===== config.mk =====
export PLATFORM = sky130hd
export DESIGN_NAME = alert_handler_flat
export DESIGN_NICKNAME = d
export VERILOG_FILES = /design/src/rtl/alert_pkg.sv /design/src/rtl/alert_handler_if.sv /design/src/rtl/alert_edge_det.sv /design/src/rtl/alert_handler.sv /design/src/flat_wrapper.sv
export SDC_FILE = /design/constraint.sdc
export NUM_CORES = 1
export LEC_CHECK = 0
export CORE_ASPECT_RATIO = 0.5
export CORE_MARGIN = 3
export CORE_UTILIZATION = 48
export DETAILED_ROUTE_END_ITERATION = 6
export PLACE_DENSITY = 0.8
export SLEW_MARGIN = 5
export SYNTH_ARGS = -nofsm -noshare
export SYNTH_HDL_FRONTEND = slang
export SYNTH_SLANG_ARGS = --single-unit

===== constraint.sdc =====
create_clock -name clock -period 1.8 [get_ports clock]
set_input_delay 0.36 -clock clock [delete_from_list [all_inputs] [get_ports clock]]
set_output_delay 0.36 -clock clock [all_outputs]
set_load 0.01 [all_outputs]

===== src/rtl/alert_pkg.sv =====
// Shared types and constants for the alert handler slice.
package alert_pkg;

    typedef enum logic [1:0] {
        IDLE      = 2'd0,
        PENDING   = 2'd1,
        ESCALATED = 2'd2
    } alert_state_t;

    localparam logic [1:0] CODE_HIGH = 2'b01;
    localparam logic [1:0] CODE_LOW  = 2'b10;
    localparam int unsigned TIMER_W  = 8;

endpackage


===== src/rtl/alert_handler_if.sv =====
// Alert inputs, host acknowledge/clear, and the registered alert outputs.
interface alert_handler_if #(parameter int CNT_W = 8) ();

    logic             high_alert;
    logic             low_alert;
    logic             ack;
    logic             cnt_clr;
    logic             irq;
    logic [1:0]       alert_code;
    logic             escalate;
    logic [CNT_W-1:0] high_count;
    logic [CNT_W-1:0] low_count;

    modport master (
        output high_alert, low_alert, ack, cnt_clr,
        input  irq, alert_code, escalate, high_count, low_count
    );

    modport slave (
        input  high_alert, low_alert, ack, cnt_clr,
        output irq, alert_code, escalate, high_count, low_count
    );

endinterface


===== src/rtl/alert_edge_det.sv =====
// 1-bit rising-edge detector; previous-value register clears on reset.
module alert_edge_det (
    input  logic clock,
    input  logic reset,
    input  logic i_alert,
    output logic o_edge
);

    logic r_prev;

    always_ff @(posedge clock) begin
        if (reset) r_prev <= 1'b0;
        else       r_prev <= i_alert;
    end

    assign o_edge = i_alert & ~r_prev;

endmodule


===== src/rtl/alert_handler.sv =====
// Alert handler: edge-triggered alert events raise irq, escalate on ack timeout,
// and feed two saturating event counters.
module alert_handler
    import alert_pkg::*;
#(
    parameter int ESC_TIMEOUT = 16,
    parameter int CNT_W       = 8
) (
    input  logic           clock,
    input  logic           reset,
    alert_handler_if.slave bus
);

    localparam logic [TIMER_W-1:0] TMO_LAST = TIMER_W'(ESC_TIMEOUT - 1);

    logic               w_high_ev;
    logic               w_low_ev;
    logic [1:0]         w_ev;
    alert_state_t       r_state;
    alert_state_t       w_state_nxt;
    logic               r_irq,   w_irq_nxt;
    logic [1:0]         r_code,  w_code_nxt;
    logic               r_esc,   w_esc_nxt;
    logic [TIMER_W-1:0] r_timer, w_timer_nxt;
    logic [CNT_W-1:0]   r_high_cnt;
    logic [CNT_W-1:0]   r_low_cnt;

    alert_edge_det u_high_edge (
        .clock   (clock),
        .reset   (reset),
        .i_alert (bus.high_alert),
        .o_edge  (w_high_ev)
    );

    alert_edge_det u_low_edge (
        .clock   (clock),
        .reset   (reset),
        .i_alert (bus.low_alert),
        .o_edge  (w_low_ev)
    );

    assign w_ev = (CODE_HIGH & {2{w_high_ev}}) | (CODE_LOW & {2{w_low_ev}});

    always_ff @(posedge clock) begin
        if (reset) begin
            r_state <= IDLE;
            r_irq   <= 1'b0;
            r_code  <= '0;
            r_esc   <= 1'b0;
            r_timer <= '0;
        end else begin
            r_state <= w_state_nxt;
            r_irq   <= w_irq_nxt;
            r_code  <= w_code_nxt;
            r_esc   <= w_esc_nxt;
            r_timer <= w_timer_nxt;
        end
    end

    always_comb begin
        w_state_nxt = r_state;
        unique case (r_state)
            IDLE:      if (w_ev != '0) w_state_nxt = PENDING;
            PENDING: begin
                if (bus.ack)                  w_state_nxt = (w_ev != '0) ? PENDING : IDLE;
                else if (r_timer == TMO_LAST) w_state_nxt = ESCALATED;
            end
            ESCALATED: if (bus.ack) w_state_nxt = (w_ev != '0) ? PENDING : IDLE;
            default:   w_state_nxt = IDLE;
        endcase
    end

    // An ack that coincides with a new event restarts the cycle with only the new cause.
    always_comb begin
        w_irq_nxt   = r_irq;
        w_code_nxt  = r_code;
        w_esc_nxt   = r_esc;
        w_timer_nxt = r_timer;
        unique case (r_state)
            IDLE: begin
                if (w_ev != '0) begin
                    w_irq_nxt   = 1'b1;
                    w_code_nxt  = w_ev;
                    w_timer_nxt = '0;
                end
            end
            PENDING, ESCALATED: begin
                if (bus.ack) begin
                    w_irq_nxt   = (w_ev != '0);
                    w_code_nxt  = w_ev;
                    w_esc_nxt   = 1'b0;
                    w_timer_nxt = '0;
                end else begin
                    w_code_nxt = r_code | w_ev;
                    if (r_state == PENDING) begin
                        w_timer_nxt = r_timer + 1'b1;
                        if (r_timer == TMO_LAST) w_esc_nxt = 1'b1;
                    end
                end
            end
            default: begin
                w_irq_nxt   = 1'b0;
                w_code_nxt  = '0;
                w_esc_nxt   = 1'b0;
                w_timer_nxt = '0;
            end
        endcase
    end

    always_ff @(posedge clock) begin
        if (reset) begin
            r_high_cnt <= '0;
            r_low_cnt  <= '0;
        end else if (bus.cnt_clr) begin
            r_high_cnt <= CNT_W'(w_high_ev);
            r_low_cnt  <= CNT_W'(w_low_ev);
        end else begin
            if (w_high_ev && (r_high_cnt != '1)) r_high_cnt <= r_high_cnt + 1'b1;
            if (w_low_ev  && (r_low_cnt  != '1)) r_low_cnt  <= r_low_cnt + 1'b1;
        end
    end

    assign bus.irq        = r_irq;
    assign bus.alert_code = r_code;
    assign bus.escalate   = r_esc;
    assign bus.high_count = r_high_cnt;
    assign bus.low_count  = r_low_cnt;

endmodule


===== src/flat_wrapper.sv =====
// flat-port wrapper written by rule: the top's interface ports become plain ports
module alert_handler_flat import alert_pkg::*;
#(
    parameter int ESC_TIMEOUT = 16,
    parameter int CNT_W       = 8
)
  (clock, reset, bus_high_alert, bus_low_alert, bus_ack, bus_cnt_clr, bus_irq, bus_alert_code, bus_escalate, bus_high_count, bus_low_count);
  alert_handler_if #(.CNT_W(CNT_W)) bus_i ();
  input  logic clock;
  input  logic reset;
  input wire logic [$bits(bus_i.high_alert)-1:0] bus_high_alert;
  input wire logic [$bits(bus_i.low_alert)-1:0] bus_low_alert;
  input wire logic [$bits(bus_i.ack)-1:0] bus_ack;
  input wire logic [$bits(bus_i.cnt_clr)-1:0] bus_cnt_clr;
  output wire logic [$bits(bus_i.irq)-1:0] bus_irq;
  output wire logic [$bits(bus_i.alert_code)-1:0] bus_alert_code;
  output wire logic [$bits(bus_i.escalate)-1:0] bus_escalate;
  output wire logic [$bits(bus_i.high_count)-1:0] bus_high_count;
  output wire logic [$bits(bus_i.low_count)-1:0] bus_low_count;
  assign bus_i.high_alert = bus_high_alert;
  assign bus_i.low_alert = bus_low_alert;
  assign bus_i.ack = bus_ack;
  assign bus_i.cnt_clr = bus_cnt_clr;
  assign bus_irq = bus_i.irq;
  assign bus_alert_code = bus_i.alert_code;
  assign bus_escalate = bus_i.escalate;
  assign bus_high_count = bus_i.high_count;
  assign bus_low_count = bus_i.low_count;
  alert_handler #(.ESC_TIMEOUT(ESC_TIMEOUT), .CNT_W(CNT_W)) u_core (.clock(clock), .reset(reset), .bus(bus_i));
endmodule

# == After elaboration in Yosys (flattened, before gate mapping) ==
# Cells that the tools add are included.
# word_totals
in_bits,6
regBits,32
out_inout_bits,20
word_cells,68
# op_classes
reduce_logical,12
n_eq_ne,11
addsub,3
bitwise,7
muxes,24
# op_table
op,count
8-bit by 1-bit adder with 8-bit output (second input constant),3
8-bit 2-to-1 mux,3
8-bit != test (second input constant),2
8-bit one-hot mux with 2 select lines,1
2-bit 2-to-1 mux,6
1-bit 2-to-1 mux,10
3-bit by 2-bit != test with 1-bit output (second input constant),3
8-bit by 4-bit equality test with 1-bit output (second input constant),1
2-bit one-hot mux with 3 select lines,1
3-bit AND reduction,2
2-bit nonzero test,3
2-bit != test (second input constant),2
1-bit one-hot mux with 2 select lines,2
2-bit one-hot mux with 2 select lines,1
2-bit AND reduction,2
2-bit OR reduction,2
1-bit inverter,3
1-bit bitwise AND,2
2-bit by 1-bit equality test with 1-bit output (second input constant),1
2-bit equality test (second input constant),1
1-bit logical AND,2
2-bit zero test,1
2-bit by 1-bit != test with 1-bit output (second input constant),1
1-bit by 2-bit bitwise OR with 2-bit output,1
2-bit bitwise OR,1

# == Longest topological paths before layout ==
# Gate-level depths: netlist of the first run.
# logic_depth
ltp_word,7
mapped_depth,7

# == Hierarchy ==
# Synthesis of the first run repeated with hierarchy kept, for this count alone.
# hier_totals
cells_unflattened,189
hier_area_um2,1662.8
# modules_own_cells
module,area_per_inst_um2,instances,cells_each
alert_handler,1567.8,1,183
alert_edge_det,47.5,2,3

# == Worst setup path before layout of the first run ==
# No wires, ideal clock.
# synth_path
path_type,reg-to-reg
from,register u_core.r_state[0]
to,register u_core.r_timer[5]
required_ps,1730
path_buffers,1
path_stages_with_launch,8
setup_slack_ps,-83
synth_period_minus_slack_ps,1883
arrival_ps,1813
cell_sequence,dfxtp_1 inv_1 ha_1 nor3b_1 a31o_1 buf_6 or4_1 a21boi_1
# synth_via
elab_chain_len,4
elab_cells_between_ends,8
# synth_lines
item,line,source
"start, declared",alert_handler.sv:19,alert_state_t r_state;
"start signal, assigned",alert_handler.sv:52,r_state <= w_state_nxt;
2-bit equality test / 2-bit by 1-bit equality test with 1-bit output (equally long branches),"alert_handler.sv:79, alert_handler.sv:95",
2-bit OR reduction,alert_handler.sv:79,unique case (r_state)
3-bit by 2-bit != test with 1-bit output (no line),n/a,
2-bit AND reduction (no line),n/a,
"end signal, assigned",alert_handler.sv:56,r_timer <= w_timer_nxt;
"end, declared",alert_handler.sv:24,"logic [TIMER_W-1:0] r_timer, w_timer_nxt;"
# Several ways; a longest one is shown, not always the timed one.
# A chain may end at the register's enable or synchronous reset.

# == Worst setup path after layout of the first run ==
# layout_path
from,register u_core.r_state[1]
to,register u_core.r_timer[5]
# The elaborated chain is that of the path after synthesis.

==> results.sh, run 1 <==
export IMPL_tightest_slew_ns=0.342
export IMPL_min_path_cells=2
export IMPL_first_global_vias=1523
export IMPL_cts_tree="built"
export IMPL_fmax_mhz=593
export IMPL_ys_ff_latch=32
export IMPL_crit_type="register to register"
export IMPL_synthArstFlopShare=0
export IMPL_rsz0062_at_grt="false"
export IMPL_utilization=0.715
export IMPL_synth_flop_cell="dfxtp_1"
export IMPL_clock_skew_ns=0.00349
export IMPL_track_usage=0.206
export IMPL_ys_types=45
export IMPL_syn_num_nets=200
export IMPL_report_final_slew_viol_count=0
export IMPL_setup_viol=0
export IMPL_cts_made_buffers=5
export IMPL_drtPass1Iterations=4
export IMPL_syn_area_um2=1650
export IMPL_postCtsHoldBufs=0
export IMPL_period_needed_ns=1.69
export IMPL_die_h_um=47.4
export IMPL_grt_max_degree=10
export IMPL_overflow=0
export IMPL_ir_drop_uv=367
export IMPL_grt_first_pass_wirelength_um=6650
export IMPL_die_w_um=88.9
export IMPL_drv_cap=0
export IMPL_synth_edff_count=0
export IMPL_post_route_period_util=0.936
export IMPL_avgSynthCellArea_um2=8.81
export IMPL_critPathCaptureType="register"
export IMPL_p_leak_nw=0.857
export IMPL_synth_area_leader_cell="dfxtp_1"
export IMPL_diodes=0
export IMPL_vias=1613
export IMPL_nFillCells=247
export IMPL_cts_max_path_buffers=2
export IMPL_path_clk_slew_ns=0.06
export IMPL_multiInputGateArea_um2=978
export IMPL_required_ns=2.01
export IMPL_routed_via_density=5.72
export IMPL_drcViolationCount=0
export IMPL_synthTopCellsByArea="dfxtp_1 39%, ha_1 5.3%, a21oi_1 3.6%"
export IMPL_dr_wl_met3_um=151
export IMPL_status="finished, final reports clean"
export IMPL_rr_startpoint="u_core.r_state[1]"
export IMPL_finalWirelength_um=3820
export IMPL_gp_congestion=0.793
export IMPL_netlist_area_leader_share=0.389
export IMPL_power_density_nw_per_um2=873
export IMPL_row_count=14
export IMPL_ioPinCount=26
export IMPL_drive_above_1_share=0.190
export IMPL_core_area_um2=3140
export IMPL_worstPathArrival_ns=1.90
export IMPL_first_iter_violations=40
export IMPL_reg2reg_depth=6
export IMPL_clock_latency_ns=0.28
export IMPL_maxSlewHeadroom=0.770
export IMPL_hp_class="register to register"
export IMPL_cts_root_buf="clkbuf_8"
export IMPL_area_delta_synth_final_pct=36.1
export IMPL_m1WireLength_um=1920
export IMPL_final_nets=255
export IMPL_regArea_um2=643
export IMPL_yosys_warnings=0
export IMPL_top_layer_used="met4"
export IMPL_timing_setup_tns_ns=0
export IMPL_ff2ff_setup_slack_ns=0.11
export IMPL_crit_fanout=5
export IMPL_wl_per_cell_um=13.5
export IMPL_dpl_hpwl_um=2890
export IMPL_synth_cells=187
export IMPL_holdPathEnd="u_core.r_timer[1]"
export IMPL_die_area_um2=4210
export IMPL_startpoint_type="register"
export IMPL_worstReg2RegEnd="u_core.r_timer[5]"
export IMPL_port_buffers=25
export IMPL_postRouteAntennaNets=0
export IMPL_clock_sinks=32
export IMPL_hold_viol=0
export IMPL_initial_core_util=0.526
export IMPL_min_delay_start="u_core.r_timer[1]"
export IMPL_dr_wl_met2_um=1690
export IMPL_antenna_found_initial=0
export IMPL_seq_area_frac_synth=0.389
export IMPL_htree_num_levels=2
## metal layers
metal | up-vias | track usage
met5 | - | 0
li1 | 804 | -
met3 | 9 | 0.0567
met2 | 39 | 0.329
met1 | 761 | 0.277
met4 | 0 | 0.0663
## final cells by class
type / instances / share of cell area
Sequential cell: 32 / 0.287
Timing Repair Buffer: 54 / 0.209
Clock inverter: 1 / 0.00223
Multi-Input combinational cell: 142 / 0.436
Clock buffer: 6 / 0.0323
Inverter: 7 / 0.0117
Tap cell: 40 / 0.0223
## cells in the mapped netlist, drive strengths merged, types with 3 or more instances
master and n:
a31oi 3, nand4 3, or3 4, o211ai 5, o31ai 3, a21oi 12, or4 4, inv 7
buf 3, a21boi 4, o21ai 10, ha 7, nand2b 7, clkbuf 3, dfxtp 32, mux2i 4
a211oi 4, nor2 12, and3 3, nand3 9, nor2b 5, nor3b 4, xor2 5, nand2 14
## state kept, by name, indices dropped and copies added (netlist names)
name and count:
u_core.bus.high_count 8, u_core.bus.low_count 8, u_core.r_timer 8, u_core.bus.alert_code 2
u_core.r_state 2, u_core.bus.escalate 1, u_core.bus.irq 1, u_core.u_high_edge.r_prev 1
u_core.u_low_edge.r_prev 1
## critical path, cell delays in order (launching register included)
cell	delay (ns)
dfxtp_2	0.34
inv_2	0.05
ha_4	0.24
nor3b_4	0.15
a31o_1	0.23
or4_1	0.42
a21boi_1	0.17
## cell usage in the layout, fill, tap and decap left out, drive strengths merged, types with 6 or more instances in the layout
master and instances:
clkdlybuf4s50 25, dfxtp 32, nand2 14, a21oi 12, nand3 9, ha 7
buf 29, nand2b 7, nor2 12, o21ai 10, clkbuf 6, inv 7
## metrics by stage
| stage | instance area [um^2] | hold slack, ns | worst slack (ns) | power, mW | std cells |
|---|---|---|---|---|---|
| after global routing | 2240 | 0.509 | 0.0124 | 2.08 | 282 |
| final | 2240 | 0.478 | 0.115 | 1.96 | 282 |
| after global placement | 2130 | 0.461 | -0.128 | 1.38 | 271 |
| after floorplan | 1670 | 0.449 | 0.0343 | 1.20 | 187 |
| after detailed placement | 2130 | 0.472 | -0.184 | 1.39 | 271 |
| after CTS | 2230 | 0.481 | 0.0280 | 1.95 | 281 |
## what timing repair did
action,CTS,global route
gates resized for setup,0,4
cloned,0,0
setup buffers,3,1
pin swaps,2,2
endpoints found under the setup margin,2,3
## logic make-up after synthesis
logic type                 after synthesis  synth area share
xor gates and xnor gates                 6            0.0319
DFF                                     32             0.389
buffers and inverters                   13            0.0357
adders and majority gates                7            0.0531
muxes                                    4            0.0243
AOI/OAI and AO/OA                       54             0.224
and+or+nand+nor                         71             0.242
## report_power, final
| group | switching (mW) | total (mW) | internal (mW) | leakage, nW |
|---|---|---|---|---|
| registers | 0.0325 | 0.787 | 0.755 | 0.261 |
| logic | 0.311 | 0.646 | 0.334 | 0.555 |
| clock network | 0.263 | 0.526 | 0.263 | 0.0410 |
## how the worst max path moves through the flow
| stage | start | to | slack [ns] |
|---|---|---|---|
| after floorplan | u_core.r_state[1] | u_core.r_timer[5] | 0.03 |
| after global placement | bus_high_alert | u_core.r_timer[5] | -0.13 |
| after detailed placement | bus_low_alert | u_core.r_timer[5] | -0.18 |
| after CTS | u_core.r_state[1] | u_core.r_timer[7] | 0.03 |
| after global routing | u_core.r_state[1] | u_core.r_timer[0] | 0.01 |
| final | u_core.r_state[1] | u_core.r_timer[5] | 0.11 |
(Power assumes the default switching activity.)
==> run 2: changes to the inputs <==
CAP_MARGIN = 20   (was unset)
==> results of run 2 <==
The final DEF is identical to that of run 1; final timing and power are the same.
==> run 3: changes to the inputs <==
SLEW_MARGIN = 20   (was 5)
==> results of run 3 <==
The final DEF is identical to that of run 1; final timing and power are the same.
